[src/rtl/tag_tx_pkg.sv]
// Shared definitions for the tag reply path: the FSM encoding, the FM0 preamble
// pattern and the CRC-16/CCITT constants.
package tag_tx_pkg;

    typedef enum logic [2:0] {
        ST_IDLE,
        ST_PILOT,
        ST_PREAMBLE,
        ST_DATA,
        ST_CRC,
        ST_DUMMY,
        ST_DONE
    } tx_state_t;

    // Half-symbol levels of the preamble, first half-symbol in the MSB.
    // The pattern includes the FM0 violation.
    localparam logic [11:0] PREAMBLE_HALVES   = 12'b1101_0010_0011;
    localparam logic [15:0] CRC_POLY          = 16'h1021;
    localparam logic [15:0] CRC_PRESET        = 16'hFFFF;
    localparam int          PILOT_LEN_DEFAULT = 12;

    localparam logic [4:0]  PREAMBLE_LAST_BIT = 5'd5;
    localparam logic [4:0]  CRC_LAST_BIT      = 5'd15;

    // Level of one preamble half-symbol, addressed as (bit index, half).
    function automatic logic preamble_level(input logic [2:0] bit_idx, input logic half);
        logic [3:0] idx;
        idx = {bit_idx, half};
        return PREAMBLE_HALVES[4'd11 - idx];
    endfunction

endpackage

[src/rtl/crc16_ccitt_ser.sv]
// Bit-serial CRC-16/CCITT. The register is preset by init and advances one
// payload bit for each cycle in which en is high.
module crc16_ccitt_ser
    import tag_tx_pkg::*;
(
    input  logic        clk,
    input  logic        reset,
    input  logic        init,
    input  logic        en,
    input  logic        bit_in,
    output logic [15:0] crc
);

    logic [15:0] r_crc;
    logic        w_feedback;

    assign w_feedback = r_crc[15] ^ bit_in;

    always_ff @(posedge clk or posedge reset) begin
        if (reset) begin
            r_crc <= CRC_PRESET;
        end else if (init) begin
            r_crc <= CRC_PRESET;
        end else if (en) begin
            r_crc <= {r_crc[14:0], 1'b0} ^ (w_feedback ? CRC_POLY : 16'h0000);
        end
    end

    assign crc = r_crc;

endmodule

[src/rtl/tx_fm0_encoder.sv]
// FM0 reply-frame encoder. It sends an optional pilot tone, the preamble, the
// payload fetched bit by bit, an optional CRC-16 and a dummy data-1 bit.
module tx_fm0_encoder
    import tag_tx_pkg::*;
#(
    parameter int PILOT_LEN = PILOT_LEN_DEFAULT
) (
    input  logic data_clk,
    input  logic reset,
    input  logic tx_start,
    input  logic trext,
    input  logic crc_en,
    input  logic tx_bit_in,
    input  logic tx_last,
    output logic bit_req,
    output logic tx_out,
    output logic tx_busy,
    output logic tx_done
);

    localparam logic [4:0] PILOT_LAST_BIT = 5'(PILOT_LEN - 1);

    tx_state_t   r_state;
    logic [4:0]  r_cnt;
    logic        r_half;
    logic        r_tx_out;
    logic        r_data_bit;
    logic        r_last;
    logic        r_crc_en;

    tx_state_t   w_nxt_state;
    logic [4:0]  w_nxt_cnt;
    logic        w_nxt_half;
    logic        w_nxt_tx_out;
    logic        w_start;
    logic        w_sample;
    logic        w_cur_bit;
    logic        w_h2_level;
    logic [15:0] w_crc;

    crc16_ccitt_ser u_crc (
        .clk    (data_clk),
        .reset  (reset),
        .init   (w_start),
        .en     (w_sample),
        .bit_in (tx_bit_in),
        .crc    (w_crc)
    );

    // Value of the bit currently on air; CRC bits go out ones-complemented, MSB first.
    always_comb begin
        w_cur_bit = 1'b1;
        case (r_state)
            ST_PILOT: w_cur_bit = 1'b0;
            ST_DATA:  w_cur_bit = r_data_bit;
            ST_CRC:   w_cur_bit = ~w_crc[4'd15 - r_cnt[3:0]];
            default:  w_cur_bit = 1'b1;
        endcase
    end

    // A data-0 flips in mid-symbol, a data-1 holds its level.
    assign w_h2_level = r_tx_out ^ ~w_cur_bit;

    always_comb begin
        // NOTE: every signal gets a default before the case so no path leaves one unassigned (no latches).
        w_nxt_state  = r_state;
        w_nxt_cnt    = r_cnt;
        w_nxt_half   = r_half;
        w_nxt_tx_out = r_tx_out;
        w_start      = 1'b0;
        w_sample     = 1'b0;

        case (r_state)
            ST_IDLE: begin
                w_nxt_tx_out = 1'b0;
                if (tx_start) begin
                    w_start    = 1'b1;
                    w_nxt_cnt  = 5'd0;
                    w_nxt_half = 1'b0;
                    if (trext) begin
                        w_nxt_state  = ST_PILOT;
                        w_nxt_tx_out = 1'b1;
                    end else begin
                        w_nxt_state  = ST_PREAMBLE;
                        w_nxt_tx_out = preamble_level(3'd0, 1'b0);
                    end
                end
            end
            ST_PILOT: begin
                w_nxt_half = ~r_half;
                if (!r_half) begin
                    w_nxt_tx_out = w_h2_level;
                end else if (r_cnt == PILOT_LAST_BIT) begin
                    w_nxt_state  = ST_PREAMBLE;
                    w_nxt_cnt    = 5'd0;
                    w_nxt_tx_out = preamble_level(3'd0, 1'b0);
                end else begin
                    w_nxt_cnt    = r_cnt + 5'd1;
                    w_nxt_tx_out = ~r_tx_out;
                end
            end
            ST_PREAMBLE: begin
                w_nxt_half = ~r_half;
                if (!r_half) begin
                    w_nxt_tx_out = preamble_level(r_cnt[2:0], 1'b1);
                end else if (r_cnt == PREAMBLE_LAST_BIT) begin
                    w_nxt_state  = ST_DATA;
                    w_nxt_cnt    = 5'd0;
                    w_nxt_tx_out = ~r_tx_out;
                    w_sample     = 1'b1;
                end else begin
                    w_nxt_cnt    = r_cnt + 5'd1;
                    w_nxt_tx_out = preamble_level(r_cnt[2:0] + 3'd1, 1'b0);
                end
            end
            ST_DATA: begin
                w_nxt_half = ~r_half;
                if (!r_half) begin
                    w_nxt_tx_out = w_h2_level;
                end else begin
                    w_nxt_tx_out = ~r_tx_out;
                    if (r_last) begin
                        w_nxt_state = r_crc_en ? ST_CRC : ST_DUMMY;
                        w_nxt_cnt   = 5'd0;
                    end else begin
                        w_sample = 1'b1;
                    end
                end
            end
            ST_CRC: begin
                w_nxt_half = ~r_half;
                if (!r_half) begin
                    w_nxt_tx_out = w_h2_level;
                end else begin
                    w_nxt_tx_out = ~r_tx_out;
                    if (r_cnt == CRC_LAST_BIT) begin
                        w_nxt_state = ST_DUMMY;
                        w_nxt_cnt   = 5'd0;
                    end else begin
                        w_nxt_cnt = r_cnt + 5'd1;
                    end
                end
            end
            ST_DUMMY: begin
                w_nxt_half = ~r_half;
                if (!r_half) begin
                    w_nxt_tx_out = w_h2_level;
                end else begin
                    w_nxt_state  = ST_DONE;
                    w_nxt_tx_out = 1'b0;
                end
            end
            ST_DONE: begin
                w_nxt_state  = ST_IDLE;
                w_nxt_tx_out = 1'b0;
            end
            default: begin
                w_nxt_state  = ST_IDLE;
                w_nxt_cnt    = 5'd0;
                w_nxt_half   = 1'b0;
                w_nxt_tx_out = 1'b0;
            end
        endcase
    end

    // NOTE: state registers use non-blocking assignments so every flop updates from pre-edge values.
    always_ff @(posedge data_clk or posedge reset) begin
        if (reset) begin
            r_state    <= ST_IDLE;
            r_cnt      <= 5'd0;
            r_half     <= 1'b0;
            r_tx_out   <= 1'b0;
            r_data_bit <= 1'b0;
            r_last     <= 1'b0;
            r_crc_en   <= 1'b0;
        end else begin
            r_state  <= w_nxt_state;
            r_cnt    <= w_nxt_cnt;
            r_half   <= w_nxt_half;
            r_tx_out <= w_nxt_tx_out;
            if (w_start) begin
                r_crc_en <= crc_en;
                r_last   <= 1'b0;
            end
            if (w_sample) begin
                r_data_bit <= tx_bit_in;
                r_last     <= tx_last;
            end
        end
    end

    assign tx_out  = r_tx_out;
    assign tx_busy = (r_state != ST_IDLE);
    assign tx_done = (r_state == ST_DONE);
    assign bit_req = ((r_state == ST_PREAMBLE) && (r_cnt == PREAMBLE_LAST_BIT) && r_half) ||
                     ((r_state == ST_DATA) && r_half && !r_last);

endmodule
[config.mk]
export PLATFORM = sky130hd
export DESIGN_NAME = tx_fm0_encoder
export DESIGN_NICKNAME = d
export VERILOG_FILES = /design/src/rtl/tag_tx_pkg.sv /design/src/rtl/crc16_ccitt_ser.sv /design/src/rtl/tx_fm0_encoder.sv
export SDC_FILE = /design/constraint.sdc
export NUM_CORES = 1
export LEC_CHECK = 0
export CORE_ASPECT_RATIO = 0.6
export CORE_MARGIN = 8
export CORE_UTILIZATION = 53
export CTS_CLUSTER_SIZE = 40
export DETAILED_ROUTE_END_ITERATION = 8
export DONT_BUFFER_PORTS = 1
export PLACE_DENSITY = 0.71
export SETUP_SLACK_MARGIN = 0.2
export SYNTH_ARGS = -nofsm -noshare
export SYNTH_HDL_FRONTEND = slang
export SYNTH_HIERARCHICAL = 1
export SYNTH_SLANG_ARGS = --single-unit
[constraint.sdc]
create_clock -name data_clk -period 2.6 [get_ports data_clk]
set_clock_uncertainty 0.1 [all_clocks]
set_input_delay 0.52 -clock data_clk [delete_from_list [all_inputs] [get_ports data_clk]]
set_output_delay 0.52 -clock data_clk [all_outputs]
set_load 0.005 [all_outputs]
==> impl_results.md <==
- Status: finished clean
- Layout cells sized above 1: 0.250
- Synth area leaders: dfstp_2 (22%), dfrtp_1 (17%), a211o_1 (7.4%)
- Synthesized net count: 203
- Register bit total from synthesis: 29
- Pre-CTS setup slack: 0.100 ns
- R2r setup slk: 0.32 ns
- Post-synthesis sequential area ratio: 0.396
- Iteration-0 DRC Markers: 187
- Fmax: 430 MHz
- Routed Antenna Nets: 0
- Die Ht: 62.2 µm
- Distinct cell type count after synthesis: 47
- Final hold vios: 0
- CTS root buf: clkbuf_8
- Syn Inst Count: 191
- First-pass GRT wire length: 6.98 mm
- Final setup margin: 0.277 ns
- HPWL after detailed placement: 3.01 mm
- Inserted Diodes: 0
- RSZ-0062 raised after global routing: no
- Most frequent cells in the layout: nor2b_1 (18), nand2_1 (18), a211o_1 (16), dfstp_2 (16), dfrtp_1 (12)
- Placer's final routability congestion estimate: 0.921
- Yosys top cell by area: dfstp_2
- Core area: 3320 µm²
- Slew @ Worst Pin: 0.625 ns
- Placement-stage cell area: 1920 µm²
- Vias in the first global route: 1369
- Die footprint: 5780 µm²
- Max_slew headroom: 0.583
- Hold WC Path Type: input port to async pin
- MaxCap Viol Count: 0
- Number of nets in the layout: 203
- Mapped Area: 1880 µm²
- WL final: 4.19 mm
- Ys async rst share: 1.00
- Clock slew at reported path FFs: 0.06 ns
- Die Width: 92.9 µm
- Number of flops mapped to enable cells by yosys: 0
- Setup CP Type: register to primary output
- I/O Buffers: 0
- Reg-to-reg endpoint: r_state[1]
- Final Setup Violations: 0
- Design Area, Final: 2070 µm²
- Req. time, crit path: 1.98 ns
- Setup TNS: 0 ns
- Worst EP arrival: 1.70 ns
- Initial antenna violation count: 0
- Setup crit start kind: register
- Slew Viols, Final: 0
- Top-area cell type share of the netlist area: 0.223
- YS warnings: 6
- # hold bufs at CTS: 0
- Initial Utilization: 0.566
- Crit Path Max Fanout: 3
- Power density cells: 1360 nW/µm²
- Pin count of the biggest net entering global routing: 33
- Critical R2R Launch: r_cnt[1]
- CTS Sinks: 29
- Per-cell routed wire length: 17.7 µm
- Via density: 6.07
- Ports: 11
- Via count: 1439
- LEAKAGE: 0.000899 µW
- FF-to-FF path depth: 8
- CTS Buf Count: 5
- Peak VDD IR: 0.000663 V
- Clock Latency Late Sink: 0.29 ns
- Ys flop type: dfstp_2
- DRT Pass-1 Iters: 4
- DRC errors left: 0
- CP Launch Point: r_cnt[1]
- Max Buffers Root-to-Sink: 2
- Tmin final: 2.32 ns
- FP Rows: 16
- CP Capture Point: bit_req
- Total GRT Usage: 0.151
- Htree depth: 2
- Final worst path period share: 0.894
- Hold Slack: 0.0548 ns
- Syn_area_per_cell: 9.85 µm²
- Crit. End Element: primary output
- Gr ovfl total: 0
- Area delta synth->final: 10.2%
- CTS tree: built
critical path: stages, from the launching register on:
cell and delay (ns):
dfrtp_2 0.40, inv_1 0.08, ha_1 0.16, and4bb_2 0.32, a21oi_1 0.15, nor4b_2 0.31
timing repair:
action / CTS / global route
buffers inserted: 2 / 1
pin swaps: 1 / 1
setup endpoints to repair: 3 / 2
resized for setup: 4 / 2
cells by family after synthesis:
group                      Yosys count  share of synthesized area
and+or+nand+nor                     65                      0.197
muxes                               10                     0.0685
DFF                                 29                      0.396
adders and majority gates            5                     0.0332
buffers and inverters               25                     0.0592
xor gates and xnor gates             6                     0.0439
AOI/OAI and AO/OA                   51                      0.201
cell usage after synthesis, drive strengths merged, types with 6 or more instances:
master / n
inv: 10
dfrtp: 13
a21oi: 7
nor2: 6
dfstp: 16
nand2: 18
nor2b: 18
o21ai: 9
a211o: 16
clkbuf: 6
buf: 9
metrics by stage:
stage | utilization | cells | total power, µW
after floorplan | - | 191 | 2050
after global placement | 0.579 | 226 | 2290
after detailed placement | 0.579 | 226 | 2350
after CTS | 0.617 | 236 | 2810
after global routing | 0.624 | 237 | 3030
final | 0.624 | 237 | 2830
routing by layer:
layer,GRT usage,vias to the layer above,part of all wire
met2,0.198,40,0.43
met3,0.0468,6,0.076
met4,0.0679,0,0.011
met1,0.216,703,0.48
met5,0,-,0
li1,-,690,-
layout make-up:
cell class | count | area (µm²)
Timing Repair Buffer | 8 | 72.6
Tap cell | 45 | 56.3
Fill cell | 302 | 1250
Sequential cell | 29 | 747
Clock buffer | 7 | 96.3
Multi-Input combinational cell | 137 | 1060
Inverter | 10 | 37.5
Clock inverter | 1 | 5.00
worst min-delay path by stage:
stage | startpoint | end | cells after the start
4_1_cts | reset | r_last | 1
5_1_grt | reset | r_last | 1
2_1_floorplan | reset | r_cnt[0] | 1
6_report | reset | r_last | 1
3_3_place_gp | reset | r_last | 1
3_5_place_dp | reset | r_last | 1
registers in the layout, indices dropped and copies added, names as in the netlist:
name and count:
r_state 3, r_half 1, u_crc/crc 16, r_data_bit 1
r_last 1, tx_out 1, r_crc_en 1, r_cnt 5
power by group:
group | total (µW) | internal (µW) | switching, µW
registers | 1050 | 771 | 275
clock network | 410 | 239 | 172
logic | 1370 | 737 | 632
total | 2830 | 1750 | 1080
(Power assumes the default switching activity.)
